===== src/rtl/riscv_pkg.sv =====
// Shared definitions for the 5-stage RISC-V core: datapath widths, ALU and
// writeback encodings, and the ID/EX control bundle layout.
package riscv_pkg;

    localparam int XLEN_DEFAULT = 32;
    localparam int REGW_DEFAULT = 5;

    localparam logic [2:0] ALU_ADD = 3'b000;
    localparam logic [2:0] ALU_SUB = 3'b001;
    localparam logic [2:0] ALU_AND = 3'b010;
    localparam logic [2:0] ALU_OR  = 3'b011;
    localparam logic [2:0] ALU_SLT = 3'b101;

    localparam logic [1:0] RESULT_ALU = 2'b00;
    localparam logic [1:0] RESULT_MEM = 2'b01;
    localparam logic [1:0] RESULT_PC4 = 2'b10;

    typedef struct packed {
        logic       valid;
        logic       reg_write;
        logic       mem_write;
        logic       jump;
        logic       branch;
        logic       alu_src;
        logic [1:0] result_src;
        logic [2:0] alu_control;
    } id_ex_ctrl_t;

    localparam int CTRL_W = $bits(id_ex_ctrl_t);

endpackage


===== src/rtl/pipe_ctrl_reg.sv =====
// Pipeline flop block with flush-over-stall priority; reset and flush both
// load the BUBBLE value.
module pipe_ctrl_reg #(
    parameter int           W      = 1,
    parameter logic [W-1:0] BUBBLE = '0
) (
    input  logic         clk,
    input  logic         rst,
    input  logic         flush_i,
    input  logic         stall_i,
    input  logic [W-1:0] d_i,
    output logic [W-1:0] q_o
);

    logic [W-1:0] q_q;
    logic [W-1:0] q_d;

    // NOTE: q_d gets its hold value first so every path assigns it and no latch is inferred.
    always_comb begin
        q_d = q_q;
        if (flush_i) begin
            q_d = BUBBLE;
        end else if (!stall_i) begin
            q_d = d_i;
        end
    end

    // NOTE: state flops use non-blocking assignments so all registers update together.
    always_ff @(posedge clk or posedge rst) begin
        if (rst) begin
            q_q <= BUBBLE;
        end else begin
            q_q <= q_d;
        end
    end

    assign q_o = q_q;

endmodule


===== src/rtl/id_ex_register.sv =====
// ID/EX pipeline register: a control bundle (squashed when the decode slot is
// invalid) and a data bundle, both bubbled by flush and held by stall.
module id_ex_register
    import riscv_pkg::*;
#(
    parameter int XLEN = XLEN_DEFAULT,
    parameter int REGW = REGW_DEFAULT
) (
    input  logic            clk,
    input  logic            rst,
    input  logic            stall_e,
    input  logic            flush_e,
    input  logic            valid_d,
    input  logic            reg_write_d,
    input  logic            mem_write_d,
    input  logic            jump_d,
    input  logic            branch_d,
    input  logic            alu_src_d,
    input  logic [1:0]      result_src_d,
    input  logic [2:0]      alu_control_d,
    input  logic [XLEN-1:0] rd1_d,
    input  logic [XLEN-1:0] rd2_d,
    input  logic [XLEN-1:0] imm_ext_d,
    input  logic [XLEN-1:0] pc_d,
    input  logic [XLEN-1:0] pc_plus4_d,
    input  logic [REGW-1:0] rs1_d,
    input  logic [REGW-1:0] rs2_d,
    input  logic [REGW-1:0] rd_d,
    output logic            valid_e,
    output logic            reg_write_e,
    output logic            mem_write_e,
    output logic            jump_e,
    output logic            branch_e,
    output logic            alu_src_e,
    output logic [1:0]      result_src_e,
    output logic [2:0]      alu_control_e,
    output logic [XLEN-1:0] rd1_e,
    output logic [XLEN-1:0] rd2_e,
    output logic [XLEN-1:0] imm_ext_e,
    output logic [XLEN-1:0] pc_e,
    output logic [XLEN-1:0] pc_plus4_e,
    output logic [REGW-1:0] rs1_e,
    output logic [REGW-1:0] rs2_e,
    output logic [REGW-1:0] rd_e
);

    localparam int DATA_W = 5 * XLEN + 3 * REGW;

    id_ex_ctrl_t       ctrl_d;
    id_ex_ctrl_t       ctrl_q;
    logic [DATA_W-1:0] data_d;
    logic [DATA_W-1:0] data_q;

    // An invalid decode slot enters EX with the same control as a bubble.
    always_comb begin
        ctrl_d = '0;
        if (valid_d) begin
            ctrl_d.valid       = 1'b1;
            ctrl_d.reg_write   = reg_write_d;
            ctrl_d.mem_write   = mem_write_d;
            ctrl_d.jump        = jump_d;
            ctrl_d.branch      = branch_d;
            ctrl_d.alu_src     = alu_src_d;
            ctrl_d.result_src  = result_src_d;
            ctrl_d.alu_control = alu_control_d;
        end
    end

    assign data_d = {rd1_d, rd2_d, imm_ext_d, pc_d, pc_plus4_d, rs1_d, rs2_d, rd_d};

    pipe_ctrl_reg #(
        .W      (CTRL_W),
        .BUBBLE ('0)
    ) u_ctrl_reg (
        .clk     (clk),
        .rst     (rst),
        .flush_i (flush_e),
        .stall_i (stall_e),
        .d_i     (ctrl_d),
        .q_o     (ctrl_q)
    );

    pipe_ctrl_reg #(
        .W      (DATA_W),
        .BUBBLE ('0)
    ) u_data_reg (
        .clk     (clk),
        .rst     (rst),
        .flush_i (flush_e),
        .stall_i (stall_e),
        .d_i     (data_d),
        .q_o     (data_q)
    );

    assign valid_e       = ctrl_q.valid;
    assign reg_write_e   = ctrl_q.reg_write;
    assign mem_write_e   = ctrl_q.mem_write;
    assign jump_e        = ctrl_q.jump;
    assign branch_e      = ctrl_q.branch;
    assign alu_src_e     = ctrl_q.alu_src;
    assign result_src_e  = ctrl_q.result_src;
    assign alu_control_e = ctrl_q.alu_control;

    assign {rd1_e, rd2_e, imm_ext_e, pc_e, pc_plus4_e, rs1_e, rs2_e, rd_e} = data_q;

endmodule


===== config.mk =====
export PLATFORM = sky130hd
export DESIGN_NAME = id_ex_register
export DESIGN_NICKNAME = d
export VERILOG_FILES = /design/src/rtl/riscv_pkg.sv /design/src/rtl/pipe_ctrl_reg.sv /design/src/rtl/id_ex_register.sv
export SDC_FILE = /design/constraint.sdc
export NUM_CORES = 1
export LEC_CHECK = 0
export ABC_CLOCK_PERIOD_IN_PS = 12600
export CAP_MARGIN = 25
export CORE_ASPECT_RATIO = 1.2
export CORE_UTILIZATION = 35
export DETAILED_ROUTE_END_ITERATION = 8
export PLACE_DENSITY = 0.71
export SLEW_MARGIN = 20
export SYNTH_ARGS = -nofsm -noshare
export SYNTH_HDL_FRONTEND = slang
export SYNTH_SLANG_ARGS = --single-unit

===== constraint.sdc =====
create_clock -name clk -period 12.6 [get_ports clk]
set_clock_uncertainty 0.1 [all_clocks]
set_input_delay 2.52 -clock clk [delete_from_list [all_inputs] [get_ports clk]]
set_output_delay 2.52 -clock clk [all_outputs]
set_load 0.005 [all_outputs]

==> flow_summary.yaml, run 1 <==
setup_path:
  cp_common_cell: "buf_4"
  cp_max_fo: 96
  cp-start-kind: "primary input"
  arrival_ns: 4.85
  max_stage_delay_ns: 0.91
  worst-path-buf-inv: 2
  cp_data_required_time_ns: 12.81
  slowest_stage: "buf_4"
  crit_family: "buffers and inverters"
  crit_type: "primary input to flip-flop"
  crit_chain: "buf_4 > buf_4 > nor2b_1 > a32o_1"
  crit_path_end_kind: "flip-flop"
cells_and_area:
  final_common_cell: "clkdlybuf4s50_1"
  drive_gt1_share_pct: 4.21
  final_cell_mix: "clkdlybuf4s50_1, dfrtp_1, mux2i_1, nor2_1, clkbuf_16"
  area_growth_pct: 57.9
  antennaDiodeCount: 0
  nNetsFinal: 1151
cts:
  cts.clk_slew.worst_paths_ns: 0.06
  clkSinkCount: 186
  holdBufCountCts: 0
  post_cts_buffers: 0
  cts_resized: 0
  clk_latency_ns: 0.43
  root_buffer: "clkbuf_16"
  cts_tree: "built"
  h-tree-depth: 4
  cts_buffer_depth: 2
  numCtsBuffers: 17
timing:
  maxSlewHeadroom_pct: 34.1
  setup_tns_ns: 0
  tightest_slew_ns: 0.988
  period_minus_slack_ns: 4.64
  drv_slew: 0
  finalHoldViolCount: 0
  setup_viol: 0
  rsz0062_at_grt: "no"
  post-route-period-util_pct: 36.8
  hold_ws_ns: 0.404
  fmax_mhz: 216
pwr:
  ir_drop_v: 0.0000881
  finalPower_mw: 1.39
  p_leak_nw: 5.61
  p_per_area_mw_per_mm2: 116
logic_synthesis:
  synthCells: 601
  post-synth-top-area-cell: "dfrtp_1"
  synth_seq_cells: 186
  synth_area_leaders: "dfrtp_1, mux2i_1, nor2_1, buf_8, buf_6"
  syn_nets: 791
  synth_warnings: 0
  synth-seq-area-share_pct: 61.4
  yosys.cell_types.count: 15
  syn-cell-area_mm2: 0.00758
  netlist.area_leader.share_pct: 61.4
  syn_area_per_cell_um2: 12.6
global_routing:
  grt_pass1_wl_mm: 31.6
  grt_max_degree: 97
  grt_pass1_vias: 5685
  overflow: 0
  antenna_found_initial: 0
  gr-usage-all-layers_pct: 18.6
routing:
  drt_first_iter_violations: 230
  routed_via_density: 4.59
  dr.pass1.iters: 4
  routed_wl_mm: 20.6
  postRouteAntennaNets: 0
  remaining_drc_errors: 0
  vias: 5708
  wl_per_cell_um: 16.6
die:
  coreArea_mm2: 0.0211
  dieArea_mm2: 0.0223
  die_w_um: 136
  start_util_pct: 35.9
  num_rows: 58
  fp.dieH_um: 163
  ios: 376
placement:
  routabilityCongestion: 0.786
  hpwl_mm: 14.3
  port-buffer-count: 375
outcome:
  status: "completed"
run:
  maxCapViolations: 0
min_path:
  hp-class: "flip-flop to flip-flop"
-- final timing paths --
check                      depth (start not counted)             endpoint                 from  slack (ns)
max                                                4    u_ctrl_reg.q_o[4]              flush_e        7.96
min                                                1    u_ctrl_reg.q_o[8]    u_ctrl_reg.q_o[8]        0.40
max reg2reg                                        2  u_data_reg.q_o[161]  u_data_reg.q_o[161]       11.71
min reg2reg                                        1    u_ctrl_reg.q_o[8]    u_ctrl_reg.q_o[8]        0.40
max in group asynchronous                          3   u_data_reg.q_o[40]                  rst        8.80
min in group asynchronous                          2   u_data_reg.q_o[86]                  rst        2.37
-- per-stage QoR --
step,setup WS (ns),cells,area (um^2),utilization (%)
2_1_floorplan,4.92,601,7580,-
3_3_place_gp,7.56,1210,11400,53.8
3_5_place_dp,7.55,1210,11400,53.8
4_1_cts,7.99,1242,11900,56.4
5_1_grt,7.81,1244,12000,56.7
6_report,7.96,1244,12000,56.7
-- power breakdown --
| group | total [mW] | switching [mW] | internal [mW] |
|---|---|---|---|
| Combinational | 0.227 | 0.0852 | 0.142 |
| Clock | 0.513 | 0.251 | 0.262 |
| Sequential | 0.647 | 0.0173 | 0.629 |
| Total | 1.39 | 0.353 | 1.03 |
-- flip-flops by register name, indices dropped and copies added, names as in the netlist --
register	cells
u_ctrl_reg.q_o	11
u_data_reg.q_o	175
-- cell type report --
type,count,area (um^2)
repair buffers,382,3850
fillers,1849,9150
multi-input cells,372,2560
well taps,270,338
clock buffers,18,429
inverters,2,12.5
clock inverters,14,128
flip-flops and latches,186,4650
-- kinds of logic (layout without fill, tap and decap cells) --
logic type             count (synthesis)  in the layout  share of synthesized area, %
AO/OA/AOI/OAI                         10             10                          1.06
buffers and inverters                 43            416                          4.82
flip-flops                           186            186                          61.4
multiplexers                         176            176                          23.2
AND/OR/NAND/NOR                      186            186                          9.47
-- cell usage after synthesis --
| cell | n |
|---|---|
| inv_1 | 2 |
| dfrtp_1 | 186 |
| mux2i_1 | 176 |
| nor2_1 | 176 |
| buf_8 | 10 |
| nand2_1 | 4 |
| clkbuf_1 | 8 |
| a32o_1 | 6 |
| buf_4 | 4 |
| buf_2 | 12 |
| buf_12 | 1 |
| nand3b_1 | 4 |
| nor2b_1 | 2 |
| a21oi_1 | 4 |
| buf_6 | 6 |
-- worst register-to-register path: stages, from the launching register on --
cell	delay, ns
dfrtp_1	0.41
mux2i_1	0.15
nor2_1	0.07
-- routing by layer --
layer | up-vias | wire length [um] | track usage (%)
met3 | 27 | 1500 | 5.71
met5 | - | 0 | 0
met2 | 232 | 10400 | 31.1
met4 | 0 | 460 | 7.17
met1 | 2733 | 8240 | 22.2
li1 | 2716 | - | -
Note: power is estimated with default switching activity, not from simulation.
==> run 2: changes to the inputs <==
--- a/config.mk
+++ b/config.mk
@@ -5,12 +5,12 @@
 export SDC_FILE = /design/constraint.sdc
 export NUM_CORES = 1
 export LEC_CHECK = 0
-export ABC_CLOCK_PERIOD_IN_PS = 12600
+export ABC_CLOCK_PERIOD_IN_PS = 4100
 export CAP_MARGIN = 25
 export CORE_ASPECT_RATIO = 1.2
 export CORE_UTILIZATION = 35
 export DETAILED_ROUTE_END_ITERATION = 8
-export PLACE_DENSITY = 0.71
+export PLACE_DENSITY = 0.74
 export SLEW_MARGIN = 20
 export SYNTH_ARGS = -nofsm -noshare
 export SYNTH_HDL_FRONTEND = slang
==> constraint.sdc (replaced) <==
create_clock -name clk -period 4.1 [get_ports clk]
set_clock_uncertainty 0.1 [all_clocks]
set_input_delay 0.82 -clock clk [delete_from_list [all_inputs] [get_ports clk]]
set_output_delay 0.82 -clock clk [all_outputs]
set_load 0.005 [all_outputs]
==> run 2 against run 1 <==
Against the previous run:
- cell area grew 0.37%
- clock power grew to 3.2 times the previous value
- die area did not move
- combinational power increased to 3.1 times the previous value
- via count increased by 1.2%
- setup slack lost 6.1 ns
- register-to-register slack got worse by 8.5 ns
- hold slack worse by 0.015 ns
- wire length about the same
- sequential power increased to 3.1 times the previous value
- critical path depth shrank 3
- critical path type is now flip-flop to output port
- largest power group unchanged
- highest routed layer unchanged
==> flow_summary.yaml, run 2 (synthesis results as in run 1) <==
timing:
  hold_ws_ns: 0.390
  finalHoldViolCount: 0
  fmax_mhz: 442
  setup_viol: 0
  tightest_slew_ns: 0.613
  drv_slew: 0
  rsz0062_at_grt: "no"
  period_minus_slack_ns: 2.26
  maxSlewHeadroom_pct: 59.2
  setup_tns_ns: 0
  post-route-period-util_pct: 55.2
setup_path:
  crit_family: "buffers and inverters"
  arrival_ns: 1.34
  cp_max_fo: 2
  cp_data_required_time_ns: 3.18
  crit_path_end_kind: "output port"
  max_stage_delay_ns: 0.52
  cp-start-kind: "flip-flop"
  crit_chain: "clkdlybuf4s50_1"
  worst-path-buf-inv: 1
  crit_type: "flip-flop to output port"
  slowest_stage: "clkdlybuf4s50_1"
die:
  coreArea_mm2: 0.0211
  dieArea_mm2: 0.0223
  num_rows: 58
  die_w_um: 136
  ios: 376
  start_util_pct: 35.9
  fp.dieH_um: 163
placement:
  dpl.cell_count: 1211
  port-buffer-count: 375
  hpwl_mm: 14.1
  routabilityCongestion: 0.754
routing:
  drt_first_iter_violations: 257
  routed_wl_mm: 20.6
  remaining_drc_errors: 0
  dr.pass1.iters: 4
  vias: 5776
  postRouteAntennaNets: 0
  wl_per_cell_um: 16.6
  routed_via_density: 4.65
cells_and_area:
  area_growth_pct: 58.5
  final_core_util_pct: 56.9
  nNetsFinal: 1150
  stdcell_count: 1243
  final_cell_mix: "clkdlybuf4s50_1, dfrtp_1, mux2i_1, nor2_1, clkbuf_16"
  final_common_cell: "clkdlybuf4s50_1"
  antennaDiodeCount: 0
  largest_register_ffs: 175
  drive_gt1_share_pct: 4.21
cts:
  post_cts_buffers: 0
  holdBufCountCts: 0
  cts_tree: "built"
  h-tree-depth: 4
  cts_resized: 0
  clk_latency_ns: 0.42
  cts.clk_slew.worst_paths_ns: 0.08
  root_buffer: "clkbuf_16"
  cts_buffer_depth: 2
  clkSinkCount: 186
  numCtsBuffers: 17
global_routing:
  grt_pass1_wl_mm: 31.3
  gr-usage-all-layers_pct: 18.4
  antenna_found_initial: 0
  overflow: 0
  grt_pass1_vias: 5772
  grt_max_degree: 109
pwr:
  finalPower_mw: 4.32
  p_leak_nw: 5.62
  ir_drop_v: 0.000272
  p_per_area_mw_per_mm2: 360
min_path:
  hp-class: "flip-flop to flip-flop"
outcome:
  status: "completed"
run:
  maxCapViolations: 0
## run 2: path summary, 6_finish.rpt
kind	end	slack [ns]	cells past startpoint	from
hold / removal	u_ctrl_reg.q_o[9]	0.39	1	u_ctrl_reg.q_o[9]
hold reg to reg	u_ctrl_reg.q_o[9]	0.39	1	u_ctrl_reg.q_o[9]
min in group asynchronous	u_data_reg.q_o[103]	0.80	3	rst
setup / recovery	pc_plus4_e[0]	1.84	1	u_data_reg.q_o[15]
max in group asynchronous	u_data_reg.q_o[154]	2.58	3	rst
setup reg to reg	u_data_reg.q_o[15]	3.26	2	u_data_reg.q_o[15]
## run 2: layout make-up
cell class / count / area [um^2]
Clock inverter: 12 / 120
Sequential cell: 186 / 4650
Tap cell: 270 / 338
Timing Repair Buffer: 381 / 3860
Multi-Input combinational cell: 372 / 2560
Clock buffer: 20 / 467
Inverter: 2 / 11.3
Fill cell: 1816 / 9100
## run 2: routing by layer
metal | GRT usage (%) | wire length, um | up-vias
met5 | 0 | 0 | -
met4 | 5.56 | 364 | 0
met3 | 5.65 | 1530 | 21
met2 | 31.3 | 10400 | 231
met1 | 22.3 | 8380 | 2800
li1 | - | - | 2724
## run 2: power breakdown
group	internal (mW)	total, mW	leakage [nW]	switching (mW)
Clock	0.858	1.63	0.291	0.776
Sequential	1.93	1.99	2.47	0.0546
Combinational	0.437	0.698	2.86	0.260
Total	3.23	4.32	5.62	1.09
## run 2: metrics by stage
step	worst slack, ns	cell area [um^2]
detailed placement	1.74	11400
CTS	1.79	12000
global placement	1.76	11400
finish	1.84	12000
floorplan	0.787	7580
global route	1.76	12000
